<file path="config.mk">
export PLATFORM = sky130hd
export DESIGN_NAME = afifo_wr_ctrl
export DESIGN_NICKNAME = d
export VERILOG_FILES = /design/src/rtl/afifo_wr_ctrl.sv
export SDC_FILE = /design/constraint.sdc
export NUM_CORES = 1
export LEC_CHECK = 0
export CORE_MARGIN = 2
export CORE_UTILIZATION = 55
export DETAILED_ROUTE_END_ITERATION = 6
export GPL_ROUTABILITY_DRIVEN = 0
export PLACE_DENSITY_LB_ADDON = 0.08
export SKIP_LAST_GASP = 1
export SYNTH_ARGS = -nofsm -noshare
export SYNTH_HDL_FRONTEND = slang
export SYNTH_SLANG_ARGS = --single-unit
</file>
<file path="constraint.sdc">
create_clock -name WR_CLK -period 5.85 [get_ports WR_CLK]
set_input_delay 0.585 -clock WR_CLK [delete_from_list [all_inputs] [get_ports WR_CLK]]
set_output_delay 0.585 -clock WR_CLK [all_outputs]
set_load 0.03 [all_outputs]
</file>
<file path="src/rtl/afifo_wr_ctrl.sv">
// Write-side controller of an asynchronous FIFO. It keeps the binary write
// pointer, publishes a registered Gray copy to the read domain, synchronises the
// read domain's Gray pointer, and derives full, almost-full, level and a sticky
// overflow flag from the two pointers.
module afifo_wr_ctrl #(
    parameter int DEPTH_BITS   = 10,
    parameter int SYNC_STAGES  = 2,
    parameter int AFULL_THRESH = 2**DEPTH_BITS - 4
) (
    input  logic                  WR_CLK,
    input  logic                  WR_RST,
    input  logic                  WR_EN,
    input  logic                  OVF_CLR,
    input  logic [DEPTH_BITS:0]   RD_PTR_GRAY,
    output logic                  MEM_WE,
    output logic [DEPTH_BITS-1:0] WR_ADDR,
    output logic [DEPTH_BITS:0]   WR_PTR_GRAY,
    output logic                  WR_FULL,
    output logic                  WR_AFULL,
    output logic [DEPTH_BITS:0]   WR_LEVEL,
    output logic                  WR_OVF
);

    localparam int PW = DEPTH_BITS + 1;
    localparam logic [PW-1:0] AFULL_LVL = PW'(AFULL_THRESH);

    function automatic logic [PW-1:0] bin2gray(input logic [PW-1:0] b);
        return (b >> 1) ^ b;
    endfunction

    function automatic logic [PW-1:0] gray2bin(input logic [PW-1:0] g);
        logic [PW-1:0] b;
        b[PW-1] = g[PW-1];
        for (int i = PW - 2; i >= 0; i--) begin
            b[i] = b[i+1] ^ g[i];
        end
        return b;
    endfunction

    logic [PW-1:0] wbin;
    logic [PW-1:0] wbinNext;
    logic [PW-1:0] wgrayNext;
    logic [PW-1:0] rgraySync [SYNC_STAGES];
    logic [PW-1:0] rgrayS;
    logic [PW-1:0] rbinS;
    logic [PW-1:0] levelNext;
    logic          accept;
    logic          fullNext;

    // The registered full flag already reflects any write at this edge, so it is
    // the only gate needed to make overrun impossible.
    assign accept    = WR_EN & ~WR_FULL;
    assign MEM_WE    = accept & ~WR_RST;
    assign WR_ADDR   = wbin[DEPTH_BITS-1:0];

    assign wbinNext  = wbin + {{DEPTH_BITS{1'b0}}, accept};
    assign wgrayNext = bin2gray(wbinNext);
    assign rgrayS    = rgraySync[SYNC_STAGES-1];
    assign rbinS     = gray2bin(rgrayS);
    assign levelNext = wbinNext - rbinS;

    // Full when the write pointer has lapped the read pointer exactly once:
    // in Gray code that is the top two bits inverted and the rest equal.
    assign fullNext  = (wgrayNext == {~rgrayS[PW-1:PW-2], rgrayS[PW-3:0]});

    // Read-pointer synchroniser: plain flop chain, no logic between stages.
    always_ff @(posedge WR_CLK or posedge WR_RST) begin
        if (WR_RST) begin
            for (int i = 0; i < SYNC_STAGES; i++) begin
                rgraySync[i] <= '0;
            end
        end else begin
            rgraySync[0] <= RD_PTR_GRAY;
            for (int i = 1; i < SYNC_STAGES; i++) begin
                rgraySync[i] <= rgraySync[i-1];
            end
        end
    end

    // Write pointer, published Gray pointer and the flags derived from them.
    always_ff @(posedge WR_CLK or posedge WR_RST) begin
        if (WR_RST) begin
            wbin        <= '0;
            WR_PTR_GRAY <= '0;
            WR_LEVEL    <= '0;
            WR_FULL     <= 1'b0;
            WR_AFULL    <= 1'b0;
        end else begin
            wbin        <= wbinNext;
            WR_PTR_GRAY <= wgrayNext;
            WR_LEVEL    <= levelNext;
            WR_FULL     <= fullNext;
            WR_AFULL    <= (levelNext >= AFULL_LVL);
        end
    end

    // Sticky overflow: a write attempt while full sets it, and setting beats
    // a simultaneous clear so no overflow event is ever lost.
    always_ff @(posedge WR_CLK or posedge WR_RST) begin
        if (WR_RST) begin
            WR_OVF <= 1'b0;
        end else if (WR_EN && WR_FULL) begin
            WR_OVF <= 1'b1;
        end else if (OVF_CLR) begin
            WR_OVF <= 1'b0;
        end
    end

endmodule

</file>
==> impl_metrics.json, run 1 <==
{
  "status": "finished, final reports clean",
  "die_h_um": 73.6,
  "portBuffers": 50,
  "ir_worst_vdd_v": 0.000376,
  "htree_num_levels": 3,
  "tns_ns": 0,
  "startpoint_type": "flop",
  "p_per_area_nw_per_um2": 546,
  "grt_pass1_wl_mm": 7.57,
  "grtUsageTotal_pct": 19.3,
  "syn2layout_area_growth_pct": 27.7,
  "antenna_left": 0,
  "synth_ff_type": "dfrtp_1",
  "arrival_ns": 4.47,
  "ys_warn_count": 0,
  "crit_path_end_kind": "flop",
  "min_from": "rgraySync[14]",
  "drt_iter0_markers": 80,
  "viasPerCell": 5.15,
  "wl_mm": 4.59,
  "p_total_mw": 1.86,
  "overflow": 0,
  "rsz0062_at_grt": "false",
  "hold_depth": 0,
  "clk_pin_slew_ns": 0.06,
  "avgSynthCellArea_sq_um": 12.4,
  "first_pass_iters": 4,
  "cts_resized": 0,
  "fmax_ghz": 0.235,
  "yosys.area.top_type": "dfrtp_1",
  "initial_core_util_pct": 56.7,
  "p_leak_nw": 1.59,
  "hold_buffers": 0,
  "reg2reg_to": "WR_AFULL",
  "drive_gt1_share_pct": 8.66,
  "worstReg2RegStart": "rgrayS[10]",
  "synth.distinct_cells": 43,
  "cts.path.max_buffers": 2,
  "vias": 1706,
  "cp.required_ns": 6.07,
  "final_core_util_pct": 72.5,
  "hold-path-endpoint": "rgrayS[3]",
  "nets": 301,
  "synth_edf_count": 0,
  "die_w_um": 73.6,
  "setup_viol": 0,
  "drc_errors": 0,
  "period_needed_ns": 4.25,
  "maxSlewViolCount": 0,
  "fin_area_sq_um": 3400,
  "cts_buffers": 9,
  "placed_area_sq_um": 3220,
  "rows": 25,
  "finalHoldViolCount": 0,
  "clock_latency_ns": 0.33,
  "fin_skew_ns": 0.00543,
  "period_share_pct": 72.6,
  "antenna_found_initial": 0,
  "antenna_cells": 0,
  "synth_nets": 242,
  "worstMarginPinSlew_ns": 0.686,
  "wl_per_cell_um": 13.9,
  "drv_cap": 0,
  "seq_area_frac_synth_pct": 53.6,
  "crit_type": "reg2reg",
  "relSlewSlack_pct": 54.3,
  "worst-path-max-fanout": 5,
  "yosys_register_bits": 57,
  "hpwl_mm": 3.32,
  "ys_top_cells_by_area": "dfrtp_1 54%, xnor2_1 6.6%, xor2_1 6.3%",
  "core-area_sq_um": 4690,
  "clock-sinks": 57,
  "dieArea_sq_um": 5410,
  "pin_count": 51,
  "hp-class": "reg2reg",
  "root_buffer": "clkbuf_8",
  "ys_async_sr_fraction_pct": 100,
  "grt_pass1_vias": 1667,
  "synthCells": 214,
  "grt_max_degree": 59,
  "reg2regPathDepth": 15,
  "cts_setup_buffers": 0,
  "whs_ns": 0.345,
  "netlist_area_sq_um": 2660,
  "regToRegSetupSlack_ns": 1.60,
  "cts_tree": "built",
  "synth_top_area_share_pct": 53.6
}
## cells in the mapped netlist (2+ instances only)
cell and count:
and3_1 3, xnor2_1 20, nand2_1 11, o21ai_0 5
nor2_1 10, xor2_1 19, xor3_2 2, o211ai_1 2
nand3_1 2, nand2b_1 2, a21o_1 5, and2_1 3
nor2b_1 2, buf_2 2, xor2_2 3, o21a_1 2
nand4_1 5, ha_1 12, a211oi_1 2, dfrtp_1 57
inv_1 18, nor3_1 6
## layer usage
layer	vias to the layer above	GRT usage [%]	routed length, um
li1	843	-	-
met1	796	26.0	2170
met2	56	28.5	2070
met3	11	6.58	267
met4	0	8.48	82
met5	-	0	0
## area by class of cell
cell class / count / area [sq um]
Fill cell: 339 / 1290
Clock inverter: 4 / 45.0
Inverter: 18 / 67.6
Multi-Input combinational cell: 136 / 1150
Clock buffer: 11 / 131
Sequential cell: 57 / 1430
Tap cell: 54 / 67.6
Timing Repair Buffer: 51 / 508
## kinds of logic after synthesis
group | after synthesis | synth area share, %
flops | 57 | 53.6
xor+xnor | 48 | 20.2
simple gates | 47 | 8.88
compound gates | 27 | 7.57
buf+inv | 21 | 3.05
fa+ha+maj | 13 | 6.39
mux | 1 | 0.376
## worst max-delay path, stage by stage (launching register included)
cell	delay, ns
dfrtp_1	0.42
xnor3_2	0.49
xor3_2	0.28
xor2_2	0.21
xor3_2	0.32
xor2_2	0.23
xnor2_1	0.15
ha_1	0.19
inv_1	0.05
fa_1	0.39
a21o_1	0.19
a21oi_1	0.27
o211ai_1	0.18
a41oi_1	0.28
xnor3_4	0.43
o41ai_1	0.07
## registers in the layout, indices dropped and copies added, names as in the netlist
register / cells
WR_AFULL: 1
rgrayS: 11
WR_PTR_GRAY: 11
WR_FULL: 1
rgraySync: 11
WR_OVF: 1
WR_LEVEL: 11
wbin: 10
## worst max-delay path by stage
stage | start | end | slack [ns]
after floorplan | rgrayS[10] | WR_AFULL | 1.88
after global placement | rgrayS[10] | WR_AFULL | 1.68
after detailed placement | rgrayS[10] | WR_AFULL | 1.57
after CTS | rgrayS[10] | WR_AFULL | 1.56
after global routing | rgrayS[10] | WR_AFULL | 1.35
final | rgrayS[10] | WR_AFULL | 1.60
## where the power goes
| part | leakage [nW] | internal, mW | total (mW) | switching, mW |
|---|---|---|---|---|
| Clock | 0.0929 | 0.192 | 0.333 | 0.141 |
| Combinational | 0.802 | 0.414 | 0.969 | 0.556 |
| Sequential | 0.694 | 0.495 | 0.555 | 0.0600 |
## stage by stage
| step | setup slack (ns) | instances |
|---|---|---|
| floorplan | 1.88 | 214 |
| global placement | 1.68 | 316 |
| detailed placement | 1.57 | 316 |
| CTS | 1.56 | 331 |
| global route | 1.35 | 331 |
| finish | 1.60 | 331 |
## cells in the final DEF (no fill, tap or decap), drive strengths merged, types with 2 or more instances in the layout
| master | instances |
|---|---|
| clkdlybuf4s50 | 50 |
| a2111oi | 2 |
| o21a | 2 |
| o21ai | 5 |
| clkinv | 3 |
| xnor3 | 3 |
| o211ai | 2 |
| xor3 | 3 |
| nand3 | 2 |
| and3 | 3 |
| nor2 | 10 |
| a211oi | 2 |
| xnor2 | 20 |
| nand4 | 5 |
| nand2 | 11 |
| a21o | 5 |
| nand2b | 2 |
| inv | 18 |
| nor2b | 2 |
| dfrtp | 57 |
| xor2 | 22 |
| and2 | 3 |
| nor3 | 6 |
| clkbuf | 11 |
| ha | 12 |
No activity file was read; power rests on OpenSTA's default activity.
==> inputs of run 2 (changes only) <==
- CORE_UTILIZATION: 55 -> 51
- clock period: 5.85 -> 4.1 ns (I/O delays scaled with it)
==> impl_metrics.json, run 2 (same netlist as run 1, synthesis figures left out) <==
{
  "place_ws_ns": 0.0722,
  "syn2layout_area_growth_pct": 35.6,
  "drv_cap": 0,
  "root_buffer": "clkbuf_8",
  "hold_depth": 0,
  "dieArea_sq_um": 5810,
  "hold-path-endpoint": "rgrayS[6]",
  "cts_tree": "built",
  "vias": 1712,
  "worstReg2RegStart": "rgrayS[10]",
  "reg2reg_to": "WR_AFULL",
  "placed_area_sq_um": 3320,
  "p_leak_nw": 1.67,
  "reg2regPathDepth": 14,
  "clock_latency_ns": 0.33,
  "pin_count": 51,
  "grtUsageTotal_pct": 18.0,
  "viasPerCell": 4.72,
  "grt_max_degree": 58,
  "worst-path-max-fanout": 3,
  "drt_iter0_markers": 65,
  "hp-class": "reg2reg",
  "htree_num_levels": 3,
  "fin_area_sq_um": 3610,
  "antenna_left": 0,
  "antenna_cells": 0,
  "final_cell_mix": "57 x dfrtp_1, 50 x clkdlybuf4s50_1, 19 x xnor2_1",
  "startpoint_type": "flop",
  "arrival_ns": 4.15,
  "ir_worst_vdd_v": 0.000524,
  "core-area_sq_um": 5070,
  "fillers": 389,
  "finalHoldViolCount": 0,
  "regToRegSetupSlack_ns": 0.18,
  "cp.required_ns": 4.33,
  "clock-sinks": 57,
  "fmax_ghz": 0.255,
  "whs_ns": 0.344,
  "fin_cells": 363,
  "crit_type": "reg2reg",
  "period_needed_ns": 3.92,
  "final_common_cell": "dfrtp_1",
  "hpwl_mm": 3.47,
  "drive_gt1_share_pct": 18.8,
  "overflow": 0,
  "dp.cells": 342,
  "cts_buffers": 9,
  "clk_pin_slew_ns": 0.06,
  "period_share_pct": 95.7,
  "nets": 316,
  "grt_pass1_wl_mm": 8.09,
  "grt_pass1_vias": 1767,
  "hold_buffers": 0,
  "p_per_area_nw_per_um2": 784,
  "fin_skew_ns": 0.00497,
  "first_pass_iters": 4,
  "p_total_mw": 2.83,
  "wl_mm": 4.77,
  "status": "finished, final reports clean",
  "portBuffers": 50,
  "cts.path.max_buffers": 2,
  "rows": 26,
  "maxSlewViolCount": 0,
  "min_from": "rgraySync[17]",
  "drc_errors": 0,
  "initial_core_util_pct": 52.5,
  "crit_path_end_kind": "flop",
  "die_w_um": 76.3,
  "rsz0062_at_grt": "true",
  "wl_per_cell_um": 13.1,
  "antenna_found_initial": 0,
  "setup_viol": 0,
  "die_h_um": 76.3,
  "worstMarginPinSlew_ns": 0.696,
  "relSlewSlack_pct": 53.6,
  "fin_ws_ns": 0.177
}
run 2: how the worst max path moves through the flow:
stage,slack (ns),startpoint,cells past startpoint,endpoint
after floorplan,0.13,rgrayS[10],15,WR_AFULL
after global placement,0.16,rgrayS[9],15,WR_AFULL
after detailed placement,0.07,rgrayS[9],15,WR_AFULL
after CTS,0.05,rgrayS[9],15,WR_AFULL
after global routing,-0.07,rgrayS[10],16,WR_AFULL
final,0.18,rgrayS[10],14,WR_AFULL
run 2: per-stage QoR:
step	setup TNS, ns	util, %
after floorplan	0	-
after global placement	0	65.4
after detailed placement	0	65.4
after CTS	0	69.2
after global routing	-0.0719	71.1
final	0	71.1
run 2: final cells by class:
type	instances	area [sq um]	share of cell area (%)
Clock buffer	14	183	5.06
Inverter	18	67.6	1.87
Multi-Input combinational cell	136	1210	33.7
Sequential cell	57	1430	39.5
Clock inverter	2	10.0	0.277
Tap cell	70	87.6	2.43
Timing Repair Buffer	66	621	17.2
run 2: timing repair:
item	CTS	global route
setup endpoints to repair	0	2
buffers inserted	0	5
gates resized for setup	0	16
run 2: where the power goes:
group,total [mW],switching (mW),internal (mW)
registers,0.794,0.0876,0.707
logic,1.55,0.835,0.712
clock network,0.489,0.205,0.283
run 2: worst max-delay path: stages, from the launching register on:
cell and delay [ns]:
dfrtp_1 0.35, xnor3_2 0.45, xor3_2 0.43, xor2_2 0.18, xor3_2 0.42, xor2_2 0.17
buf_4 0.15, xor2_2 0.15, ha_1 0.28, nor2b_2 0.16, o2111a_2 0.24, o21ai_2 0.08
a2111oi_2 0.35, a211oi_2 0.09, o41ai_2 0.33
run 2: layer usage:
metal	global-route usage, %	share of wire (%)	wire [um]
met5	0	0	0
met4	6.55	1.2	57
met1	25.4	50	2360
met3	5.81	5.6	265
met2	26.2	44	2080
==> inputs of run 3 (changes only) <==
- CORE_UTILIZATION: 51 -> 46
- clock period: 4.1 -> 3.2 ns (I/O delays scaled with it)
==> impl_metrics.json, run 3 (same netlist as run 1, synthesis figures left out) <==
{
  "rsz0062_at_grt": "true",
  "hold_depth": 0,
  "setup_viol": 8,
  "drv_cap": 0,
  "pin_count": 51,
  "antenna_found_initial": 0,
  "viasPerCell": 4.70,
  "portBuffers": 50,
  "grt_pass1_wl_mm": 9.64,
  "startpoint_type": "flop",
  "critPathTopFamily": "XOR/XNOR gates",
  "worstMarginPinSlew_ns": 0.688,
  "overflow": 0,
  "top_layer": "met4",
  "period_needed_ns": 3.81,
  "vias": 1951,
  "htree_num_levels": 3,
  "grtUsageTotal_pct": 20.5,
  "maxSlewViolCount": 0,
  "cts_tree": "built",
  "initial_core_util_pct": 48.1,
  "rows": 27,
  "period_share_pct": 119,
  "final_common_cell": "buf_4",
  "root_buffer": "clkbuf_8",
  "clock-sinks": 57,
  "wl_per_cell_um": 13.9,
  "reg2reg_to": "WR_AFULL",
  "cp.required_ns": 3.43,
  "antenna_left": 0,
  "hold-path-endpoint": "rgrayS[2]",
  "die_w_um": 80.1,
  "wl_met1_mm": 2.62,
  "antenna_cells": 0,
  "p_leak_nw": 1.95,
  "crit_buf_inv": 1,
  "cts_buffers": 9,
  "reg2regPathDepth": 15,
  "grt_pass1_vias": 2045,
  "drc_errors": 0,
  "dieArea_sq_um": 6410,
  "syn2layout_area_growth_pct": 53.4,
  "fin_ws_ns": -0.606,
  "hpwl_mm": 4.00,
  "relSlewSlack_pct": 54.1,
  "crit_type": "reg2reg",
  "final_core_util_pct": 73.7,
  "worstReg2RegStart": "rgrayS[10]",
  "first_pass_iters": 4,
  "crit_path_end_kind": "flop",
  "tns_ns": -2.77,
  "drive_gt1_share_pct": 31.8,
  "nets": 366,
  "core-area_sq_um": 5540,
  "hp-class": "reg2reg",
  "cp_num_cells": 15,
  "drt_iter0_markers": 66,
  "wl_mm": 5.77,
  "p_per_area_nw_per_um2": 1100,
  "arrival_ns": 4.03,
  "fmax_ghz": 0.263,
  "clock_latency_ns": 0.33,
  "cts.path.max_buffers": 2,
  "worst-path-max-fanout": 2,
  "dr_wl_met2_mm": 2.77,
  "fillers": 391,
  "regToRegSetupSlack_ns": -0.61,
  "cp_slowest_stage_delay_ns": 0.39,
  "final_cell_mix": "63 x buf_4, 57 x dfrtp_1, 50 x clkdlybuf4s50_1",
  "violations": "setup timing",
  "ir_worst_vdd_v": 0.00109,
  "min_from": "rgraySync[13]",
  "cp_cell_sequence": "xnor3_2 -> xor3_2 -> xor2_2 -> xor3_2 -> xor2_2 -> xnor2_1 -> ha_2 -> inv_2 -> fa_2 -> a21o_1 -> a21oi_2 -> o211ai_1 -> a41oi_2 -> xnor3_4 -> o41ai_1",
  "hold_buffers": 0,
  "status": "finished, violations left",
  "cp-startpoint": "rgrayS[10]",
  "finalHoldViolCount": 0,
  "critPathSlowestCell": "xnor3_2",
  "fin_skew_ns": 0.00838,
  "die_h_um": 80.1,
  "clk_pin_slew_ns": 0.06,
  "wl_met3_um": 277,
  "grt_max_degree": 58
}
==> run 3: power breakdown <==
| group | total [mW] | switching [mW] | internal (mW) | leakage (nW) |
|---|---|---|---|---|
| combinational | 2.79 | 1.33 | 1.46 | 1.15 |
| sequential | 1.00 | 0.0940 | 0.906 | 0.694 |
| clock | 0.688 | 0.265 | 0.423 | 0.107 |
==> run 3: worst max path at each step <==
stage                          end  slack (ns)
final                     WR_AFULL       -0.61
after global routing      WR_AFULL       -0.73
after CTS                 WR_AFULL       -0.58
after detailed placement  WR_AFULL       -0.71
after global placement    WR_AFULL       -0.62
after floorplan           WR_AFULL       -0.67
==> run 3: routing by layer <==
layer	GRT usage, %	vias to the layer above
met1	26.8	923
met4	5.59	0
met3	7.75	11
met5	0	-
li1	-	969
met2	31.9	48
==> run 3: final cells by class <==
type / instances / area, sq um / area share, %
clock buffers: 14 / 173 / 4.23
clock inverters: 2 / 35.0 / 0.858
inverters: 18 / 67.6 / 1.65
multi-input cells: 136 / 1290 / 31.5
flip-flops and latches: 57 / 1430 / 34.9
well taps: 72 / 90.1 / 2.21
repair buffers: 116 / 1010 / 24.7
==> run 3: worst register-to-register path: cells and delay by family, from the launching register on <==
family / cells / cell delay, ns
xor+xnor: 7 / 1.88
compound gates: 5 / 0.86
fa+ha+maj: 2 / 0.56
flops: 1 / 0.38
buf+inv: 1 / 0.04
==> run 3: through the flow <==
stage               instances  power, mW  hold slack, ns  setup slack, ns  instance area (sq um)
finish                    415       4.48           0.345           -0.606                   4090
global route              415       4.77           0.354           -0.734                   4090
CTS                       412       4.25           0.347           -0.575                   4000
detailed placement        393       3.37           0.335           -0.706                   3700
global placement          393       3.35           0.332           -0.618                   3700
floorplan                 214       2.28           0.331           -0.675                   2670
==> run 3: repair_timing <==
item | 4_1_cts | 5_1_grt
endpoints found under the setup margin | 8 | 10
pin swaps | 4 | 3
buffers inserted | 5 | 4
resized for setup | 17 | 10
